File: src/rtl/sprite_pkg.sv
// ============================================================================
// Module  : sprite_pkg
// Purpose : Shared sprite ROM constants, requester ids and read-tag types.
// Revision: 1.0
// ============================================================================
`default_nettype none

package sprite_pkg;

    localparam int ROM_ADDR_W   = 10;
    localparam int PAL_IDX_W    = 8;
    localparam int N_SPRITE_REQ = 4;

    typedef enum logic [1:0] {
        REQ_TANK0   = 2'd0,
        REQ_TANK1   = 2'd1,
        REQ_TURRET0 = 2'd2,
        REQ_BULLET  = 2'd3
    } req_id_t;

    typedef struct packed {
        logic    valid;
        req_id_t id;
    } rd_tag_t;

    function automatic int unsigned wrap_inc(input int unsigned v, input int unsigned n);
        return (v + 1 >= n) ? 0 : v + 1;
    endfunction

endpackage

`default_nettype wire

File: src/rtl/rr_picker.sv
// ============================================================================
// Module  : rr_picker
// Purpose : Combinational round-robin search starting at ptr.
// Revision: 1.0
// ============================================================================
`default_nettype none

module rr_picker #(
    parameter int N_REQ = 4,
    parameter int ID_W  = $clog2(N_REQ)
) (
    input  logic [N_REQ-1:0] req,
    input  logic [ID_W-1:0]  ptr,
    output logic [N_REQ-1:0] gnt,
    output logic [ID_W-1:0]  winner,
    output logic             any
);

    int unsigned idx;

    always_comb begin
        gnt    = '0;
        winner = '0;
        any    = 1'b0;
        idx    = 0;
        for (int k = 0; k < N_REQ; k++) begin
            idx = 32'(ptr) + 32'(k);
            if (idx >= 32'(N_REQ)) begin
                idx = idx - 32'(N_REQ);
            end
            if (!any && req[idx]) begin
                any      = 1'b1;
                winner   = ID_W'(idx);
                gnt[idx] = 1'b1;
            end
        end
    end

endmodule

`default_nettype wire

File: src/rtl/sprite_rom_arbiter.sv
// ============================================================================
// Module  : sprite_rom_arbiter
// Purpose : Round-robin share of one synchronous sprite ROM port, tagged returns.
// Revision: 1.0
// ============================================================================
`default_nettype none

module sprite_rom_arbiter
    import sprite_pkg::*;
#(
    parameter int N_REQ   = N_SPRITE_REQ,
    parameter int ADDR_W  = ROM_ADDR_W,
    parameter int DATA_W  = PAL_IDX_W,
    parameter int ROM_LAT = 1
) (
    input  logic                    vga_clk,
    input  logic                    reset_n,
    input  logic                    frame_start,
    input  logic [N_REQ-1:0]        req,
    input  logic [N_REQ*ADDR_W-1:0] req_addr,
    output logic [N_REQ-1:0]        gnt,
    output logic [N_REQ-1:0]        rvalid,
    output logic [DATA_W-1:0]       rdata,
    output logic [ADDR_W-1:0]       rom_address,
    input  logic [DATA_W-1:0]       rom_q,
    output logic                    busy
);

    localparam int ID_W  = $clog2(N_REQ);
    // Stage 0 runs alongside the address register; the remaining ROM_LAT
    // stages track the ROM's own read latency.
    localparam int N_STG = ROM_LAT + 1;

    typedef struct packed {
        logic            valid;
        logic [ID_W-1:0] id;
    } tag_t;

    logic [ID_W-1:0]   ptr_q, ptr_d;
    logic [ADDR_W-1:0] rom_address_q, rom_address_d;
    tag_t              tag_q [N_STG];
    tag_t              tag_d [N_STG];

    logic [N_REQ-1:0]  pick_gnt;
    logic [ID_W-1:0]   pick_win;
    logic              pick_any;
    logic [ADDR_W-1:0] win_addr;

    rr_picker #(
        .N_REQ (N_REQ),
        .ID_W  (ID_W)
    ) u_picker (
        .req    (req),
        .ptr    (ptr_q),
        .gnt    (pick_gnt),
        .winner (pick_win),
        .any    (pick_any)
    );

    always_comb begin
        win_addr = '0;
        for (int i = 0; i < N_REQ; i++) begin
            if (pick_win == ID_W'(i)) begin
                win_addr = req_addr[i*ADDR_W +: ADDR_W];
            end
        end
    end

    always_comb begin
        ptr_d         = ptr_q;
        rom_address_d = rom_address_q;
        tag_d[0]      = '0;
        for (int s = 1; s < N_STG; s++) begin
            tag_d[s] = tag_q[s-1];
        end
        if (pick_any) begin
            rom_address_d  = win_addr;
            ptr_d          = ID_W'(wrap_inc(32'(pick_win), 32'(N_REQ)));
            tag_d[0].valid = 1'b1;
            tag_d[0].id    = pick_win;
        end
        // Frame realignment wins over the rotation update but not the transfer.
        if (frame_start) begin
            ptr_d = '0;
        end
    end

    always_ff @(posedge vga_clk or negedge reset_n) begin
        if (!reset_n) begin
            ptr_q         <= '0;
            rom_address_q <= '0;
            for (int s = 0; s < N_STG; s++) begin
                tag_q[s] <= '0;
            end
        end else begin
            ptr_q         <= ptr_d;
            rom_address_q <= rom_address_d;
            for (int s = 0; s < N_STG; s++) begin
                tag_q[s] <= tag_d[s];
            end
        end
    end

    always_comb begin
        rvalid = '0;
        if (reset_n && tag_q[N_STG-1].valid) begin
            rvalid[tag_q[N_STG-1].id] = 1'b1;
        end
    end

    always_comb begin
        busy = 1'b0;
        for (int s = 0; s < N_STG; s++) begin
            busy = busy | tag_q[s].valid;
        end
    end

    assign gnt         = reset_n ? pick_gnt : '0;
    assign rdata       = rom_q;
    assign rom_address = rom_address_q;

endmodule

`default_nettype wire

File: config.mk
export PLATFORM = sky130hd
export DESIGN_NAME = sprite_rom_arbiter
export DESIGN_NICKNAME = d
export VERILOG_FILES = /design/src/rtl/sprite_pkg.sv /design/src/rtl/rr_picker.sv /design/src/rtl/sprite_rom_arbiter.sv
export SDC_FILE = /design/constraint.sdc
export NUM_CORES = 1
export LEC_CHECK = 0
export ABC_AREA = 1
export CELL_PAD_IN_SITES_DETAIL_PLACEMENT = 2
export CELL_PAD_IN_SITES_GLOBAL_PLACEMENT = 2
export CORE_UTILIZATION = 20
export CTS_CLUSTER_DIAMETER = 30
export CTS_CLUSTER_SIZE = 16
export DETAILED_ROUTE_END_ITERATION = 10
export PLACE_DENSITY_LB_ADDON = 0.2
export SKIP_CTS_REPAIR_TIMING = 1
export SLEW_MARGIN = 15
export SYNTH_ARGS = -nofsm -noshare
export SYNTH_HDL_FRONTEND = slang
export SYNTH_HIERARCHICAL = 1
export SYNTH_SLANG_ARGS = --single-unit
export TNS_END_PERCENT = 20
File: constraint.sdc
create_clock -name vga_clk -period 3.32 [get_ports vga_clk]
set_input_delay 0.332 -clock vga_clk [delete_from_list [all_inputs] [get_ports vga_clk]]
set_output_delay 0.332 -clock vga_clk [all_outputs]
set_load 0.03 [all_outputs]
Word level (Yosys, flattened, before mapping)
Index checks and enable logic that the tools add are counted.
{"block": "classes", "add_sub_neg": 8, "n_lt_le_gt_ge": 15, "n_eq_ne": 3, "bitwise_logic": 4, "reduce_logical": 14, "muxes": 44}
{"cell": ">= comparator 32 x 1 -> 1 bit, second input constant", "n": 4}
{"cell": "less-than comparator 32 x 3 -> 1 bit, second input constant", "n": 4}
{"cell": "2-to-1 mux 32 bit", "n": 4}
{"cell": ">= comparator 32 x 3 -> 1 bit, second input constant", "n": 3}
{"cell": "subtractor 32 x 3 -> 32 bit, second input constant", "n": 3}
{"cell": "2-to-1 mux 10 bit", "n": 4}
{"cell": "2-to-1 mux 4 bit", "n": 6}
{"cell": "2-to-1 mux 2 bit", "n": 7}
{"cell": "2-to-1 mux 1 bit", "n": 13}
{"cell": "OR 4 bit", "n": 3}
{"cell": "demux 1 bit (select 2 bit)", "n": 5}
{"cell": "logical AND 1 bit", "n": 9}
{"cell": "binary-select mux 1 bit (select 2 bit)", "n": 4}
{"cell": "adder 2 x 1 -> 3 bit, second input constant", "n": 2}
{"cell": "adder 2 x 2 -> 3 bit, second input constant", "n": 2}
{"cell": "== test 2 bit, second input constant", "n": 2}
{"cell": "subtractor 2 x 3 -> 4 bit, second input constant", "n": 1}
{"cell": ">= comparator 2 x 3 -> 1 bit, second input constant", "n": 1}
{"cell": ">= comparator 3 bit, second input constant", "n": 1}
{"cell": "zero test 1 bit", "n": 3}
{"cell": "less-than comparator 2 x 3 -> 1 bit, second input constant", "n": 1}
{"cell": "2-to-1 mux 3 bit", "n": 1}
{"cell": "== test 2 x 1 -> 1 bit, second input constant", "n": 1}
{"cell": ">= comparator 2 x 1 -> 1 bit, second input constant", "n": 1}
{"cell": "3 further kinds", "n": 3}
{"block": "word_totals", "out_inout_bits": 27, "reg_bits": 18, "elab_cells": 94}

Depth between registers and ports, before layout
Gate-level depths: netlist (run 1).
{"block": "logic_depth", "word_depth": 19, "ltp_mapped": 18, "mapped_depth_nobuf": 17}

Hierarchy
Netlist (run 1), hierarchy kept.
{"module": "sprite_rom_arbiter", "instances": 1, "cells_per_inst": 179, "seq_area_each_um2": 450.4, "area_each_um2": 1224.9}
{"module": "rr_picker", "instances": 1, "cells_per_inst": 77, "seq_area_each_um2": 0.0, "area_each_um2": 478.0}

Least setup slack after synthesis (run 1)
OpenSTA, ideal clock, no wires.
{"block": "synth_path", "kind": "reg2reg", "startpoint": "reg ptr_q[0]", "endpoint": "reg rom_address_q[8], in the netlist rom_address[8]", "path_buffers": 1, "path_stages_with_launch": 16, "t_required_ns": 3.203, "path_slack_ns": 0.764, "t_arrival_ns": 2.439, "cell_sequence": "dfrtp_1 inv_2 ha_1 inv_1 nand3_1 nand2_1 nor2_1 a21oi_1 nand3_1 inv_1 ha_1 buf_2 a21oi_1 nand2_1 nand2_1 nand2_1"}
{"block": "synth_via", "elab_chain_cells": 19}
{"element": "from (decl)", "line": "sprite_rom_arbiter.sv:39", "source": "logic [ID_W-1:0] ptr_q, ptr_d;"}
{"element": "from (signal assigned)", "line": "sprite_rom_arbiter.sv:96", "source": "ptr_q <= ptr_d;"}
{"element": "parallel branches: the longest is 13 deep, another holds subtractor 32 x 3 -> 32 bit"}
{"element": "2-to-1 mux 2 bit (*)", "line": "rr_picker.sv:31", "source": "if (!any && req[idx]) begin"}
{"element": "via pick_win[0]", "line": "sprite_rom_arbiter.sv:45", "source": "logic [ID_W-1:0] pick_win;"}
{"element": "zero test 2 bit", "line": "sprite_rom_arbiter.sv:63", "source": "if (pick_win == ID_W'(i)) begin"}
{"element": "2-to-1 mux 10 bit (3 in series)", "line": "sprite_rom_arbiter.sv:63"}
{"element": "2-to-1 mux 10 bit (*)", "line": "sprite_rom_arbiter.sv:63"}
{"element": "to (signal assigned)", "line": "sprite_rom_arbiter.sv:97", "source": "rom_address_q <= rom_address_d;"}
{"element": "to (decl)", "line": "sprite_rom_arbiter.sv:40", "source": "logic [ADDR_W-1:0] rom_address_q, rom_address_d;"}
Mark *: on every way through the listed nets, which the timed path passes. The select of a mux whose other input is x is not followed.
A chain may end at the register's enable or synchronous reset.

Final worst setup path (run 1)
{"block": "layout_path", "startpoint": "reg ptr_q[0]", "endpoint": "out gnt[1]"}
{"block": "layout_via", "elab_chain_cells": 15}
{"element": "parallel branches: the longest is 13 deep, another holds subtractor 32 x 3 -> 32 bit"}
{"element": "2-to-1 mux 4 bit (*)", "line": "rr_picker.sv:31"}
{"element": "via pick_gnt[1]", "line": "sprite_rom_arbiter.sv:44", "source": "logic [N_REQ-1:0] pick_gnt;"}
{"element": "2-to-1 mux 4 bit (*)", "line": "sprite_rom_arbiter.sv:118", "source": "assign gnt = reset_n ? pick_gnt : '0;"}
{"element": "to (decl)", "line": "sprite_rom_arbiter.sv:21", "source": "output logic [N_REQ-1:0] gnt,"}
Marks and branches as above.

==> impl_summary.md, run 1 <==
Outcome
The run finished with clean final reports.

Final layout
For this run, the post-layout net count is 388. The count of inserted antenna diode cells is 0. Compared with the post-synthesis result, the final layout area differs by 45.92%.

The layout cell share with drive strength beyond 1 is 11.91%. The commonest non-fill, non-tap cell in the layout is nand2_1. The count of cells in the finished layout, fillers not included, comes to 424. Leaving out fill and tap cells, the most frequent cells in the layout are nand2_1 (92), clkdlybuf4s50_1 (65), inv_1 (29).

Clocking
The longest clock path from root to sink contains 2 buffers. TritonCTS built the clock tree. Counting every sink on the clock net gives 18. The buffer type at the clock tree root is clkbuf_8. In this run the number of H-tree levels came out at 1. The later-pin clock latency in the skew report is 0.26 ns.

Clock-pin slew was measured on the worst setup and hold paths at about 0.070 ns. The CTS buffer count is 3.

Hold path
The worst min-delay path category is reg2reg.

Route
For this run, the detailed router's first-pass iteration total came to 4. For this block, the routed nets add up to just under 6000 microns of wire. The total vias in the final route is 1842. The residual antenna-violating net count after detailed routing is 0.

Dividing the detail-routed via count by the number of cells gives approximately 4.3. After detailed routing, the number of remaining DRC violations is 0. The DRC violation total after the first TritonRoute iteration is 54. After detailed routing, the average wire length per cell comes to 13.81 microns.

Logic synthesis
In the synthesized netlist the async set-or-reset flop fraction comes to 100.0%. For this run, the register share of the synthesized area comes to 26.45%. Counting flops with a built-in enable in the synthesized netlist gives 0.

The post-synthesis cell count is 256. Yosys printed 6 warnings. Synthesis produced a netlist with a net count of ~320. The mean instance size in the synthesized netlist is 6.652 sq um. The synthesized netlist contains 22 unique library cells. Among all flip-flop cells after synthesis, the most frequent one is dfrtp_1. The count of state elements after synthesis is 18. The cell area that synthesis handed to floorplanning was 0.001703 sq mm.

Pwr
VDD sags by at most 252.8 uV. The clock share of power is 5.5%. In this run, the combinational gates consume between 80% and 90% of the power.

The switching power share of the total is 55.65%. The total chip power is 2.769 mW. The switching component of the power is 1.541 mW.

Per report_power, the sequential group accounts for 14.3% of the total. The internal cell power is 1.228 mW. Power spread over the standard cell area amounts to between 1000 and 1500 mW/mm^2. For this design the static power due to leakage is 1.246 nW.

Timing
The transition time at the pin with the least slew margin is 0.4236 ns. The worst path uses 89.28% of the clock period. Across all setup checks in the final design, the least slack found is 0.3557 ns. The time the worst path needs with I/O delays and setup is 2.964 ns.

The number of failing hold endpoints at the final stage came to 0. Clock skew on the completed layout was measured at between 0.008 and 0.009 ns. The number of endpoints failing setup at the final stage is 0. The worst slew margin relative to its limit is 71.76%. The total negative setup slack is 0 ns. The maximum clock frequency is 337.4 MHz. Setup repair after global routing left no endpoint under its margin. The max-slew violation count is 0.

GRT
The number of antenna violations at the first check in global routing is 0. The global routing usage summed across all routing layers is 13.48%. The first global-routing pass estimated 9321 microns of wire. The maximum number of pins on one net before global-route repair is 16.

The number of global-route vias before repair came to 1878. Global routing finished with a remaining overflow of 0.

Place
Counting tap cells, the placed design contains a total of about 420 instances. Routability-driven placement finished with a final weighted congestion of ~0.82. At the placement stage, the worst setup path has a slack of 0.4321 ns. Detailed placement finished with a half-perimeter wire length of 4850 microns. During placement, the flow inserted port buffers numbering 65.

Worst setup path
The signal on the critical path passes through inv_2 -> ha_1 -> inv_1 -> nand3_1 -> nand2_1 -> nor2_1 -> a21oi_1 -> nand3_1 -> nand2_1 -> inv_1 -> clkdlybuf4s50_1. For the worst setup path, the data arrival time is around 2.6 ns. STA classifies the critical path endpoint as a primary output. The worst setup path is launched from a flop. The largest driver fanout on the critical path is 6. The slowest stage of the critical path is the clkdlybuf4s50_1 cell. On the critical path the largest part of the delay comes from buffers and inverters. STA puts the critical path data required time at 2.99 ns. For this run, the slowest stage of the critical path takes 0.65 ns.

The number of buffers and inverters on the critical path is 4. The class of the most critical setup path is reg2out.

Floorplanning
Once the floorplan was initialized, standard cells occupied 20.72% of the core. The number of placement rows is 33. The floorplan step set the die width to 94.28 microns. The floorplan step set the die height to between 90 and 100 microns. The core region is 0.008217 sq mm. The number of placed I/O pins is 82.

The die covers 0.008888 sq mm.

Run
The number of maximum-capacitance violations is 0.
==> kinds of logic after synthesis <==
group                    after synthesis  synth area share (%)
AND/OR/NAND/NOR                      144                 38.13
buffers and inverters                 49                 14.55
AO/OA/AOI/OAI                         33                 12.05
flip-flops                            18                 26.45
adder cells (fa/ha/maj)               12                 8.817
==> sequential cells by signal (all words and copies together) (netlist names) <==
name,flops
rom_address,10
ptr_q,2
tag_q,3
tag_d,3
==> power by group through the flow <==
stage,clock (mW),combinational (mW),sequential [mW]
after floorplan,0,1.49,0.521
final,0.154,2.22,0.395
after detailed placement,0,2.27,0.403
after global routing,0.172,2.54,0.408
after global placement,0,2.23,0.401
after CTS,0.162,2.28,0.399
==> synth_stat cells, types with 3 or more instances <==
library cell	n	share of area [%]
nor3_1	5	1.5
inv_1	29	6.4
buf_2	3	0.88
inv_2	4	0.88
nand4_1	7	2.6
a21boi_0	4	1.8
nand3_1	24	7.1
nor2_1	4	0.88
buf_4	10	4.4
buf_6	3	2.0
nand2_2	7	2.6
ha_1	12	8.8
a21oi_1	20	5.9
dfrtp_1	18	26
a21oi_2	8	4.1
nand2_1	92	20
==> cell type report <==
cell class	count	area (sq um)
multi-input combinational	189	1005
inverter	33	123.9
timing repair buffer	76	733.2
clock buffer	3	41.29
tap	105	131.4
fill	1001	5732
sequential	18	450.4
==> worst reg2reg max path: stages (launching register included) <==
cell and delay, ns:
dfrtp_1 0.37, inv_2 0.04, ha_1 0.37, inv_1 0.11, nand3_1 0.09, nand2_1 0.06
nor2_1 0.30, a21oi_1 0.12, nand3_1 0.22, inv_1 0.11, ha_1 0.36, inv_2 0.22
nand2_1 0.09, nand2_1 0.07, nand2_1 0.06, nand2_1 0.06
==> stage by stage <==
stage	utilization, %	cell area, sq um	hold slack, ns
floorplan	-	1703	0.03641
global placement	29.74	2444	0.3390
detailed placement	29.74	2444	0.3411
CTS	30.24	2485	0.3561
global route	30.24	2485	0.3579
finish	30.24	2485	0.3544
==> path summary, 6_finish.rpt <==
check                                             endpoint  slack (ns)                 start  depth (start not counted)
worst min-delay path                    tag_q[0]$_DFF_PN0_        0.35    tag_d[0]$_DFF_PN0_                          0
worst max register to register  rom_address[0]$_DFFE_PN0P_        0.60  ptr_q[0]$_DFFE_PN0P_                         15
min in group asynchronous             ptr_q[1]$_DFFE_PN0P_        0.41               reset_n                          2
worst min register to register          tag_q[0]$_DFF_PN0_        0.35    tag_d[0]$_DFF_PN0_                          0
worst max-delay path                                gnt[1]        0.36  ptr_q[0]$_DFFE_PN0P_                         11
max in group asynchronous               tag_d[0]$_DFF_PN0_        2.74               reset_n                          2
==> layer usage <==
layer  global-route usage [%]  wire [microns]  up-vias
li1                         -               -      931
met1                    17.83            2780      866
met2                    22.46            2759       40
met3                    2.104             256        5
met4                    3.718              60        0
met5                        0               0        -
No activity file was read; power rests on OpenSTA's default activity.
==> run 2: changes to the inputs <==
SLEW_MARGIN = 20   (was 15)
==> results of run 2 <==
Final layout, timing and power as in run 1 (identical DEF).
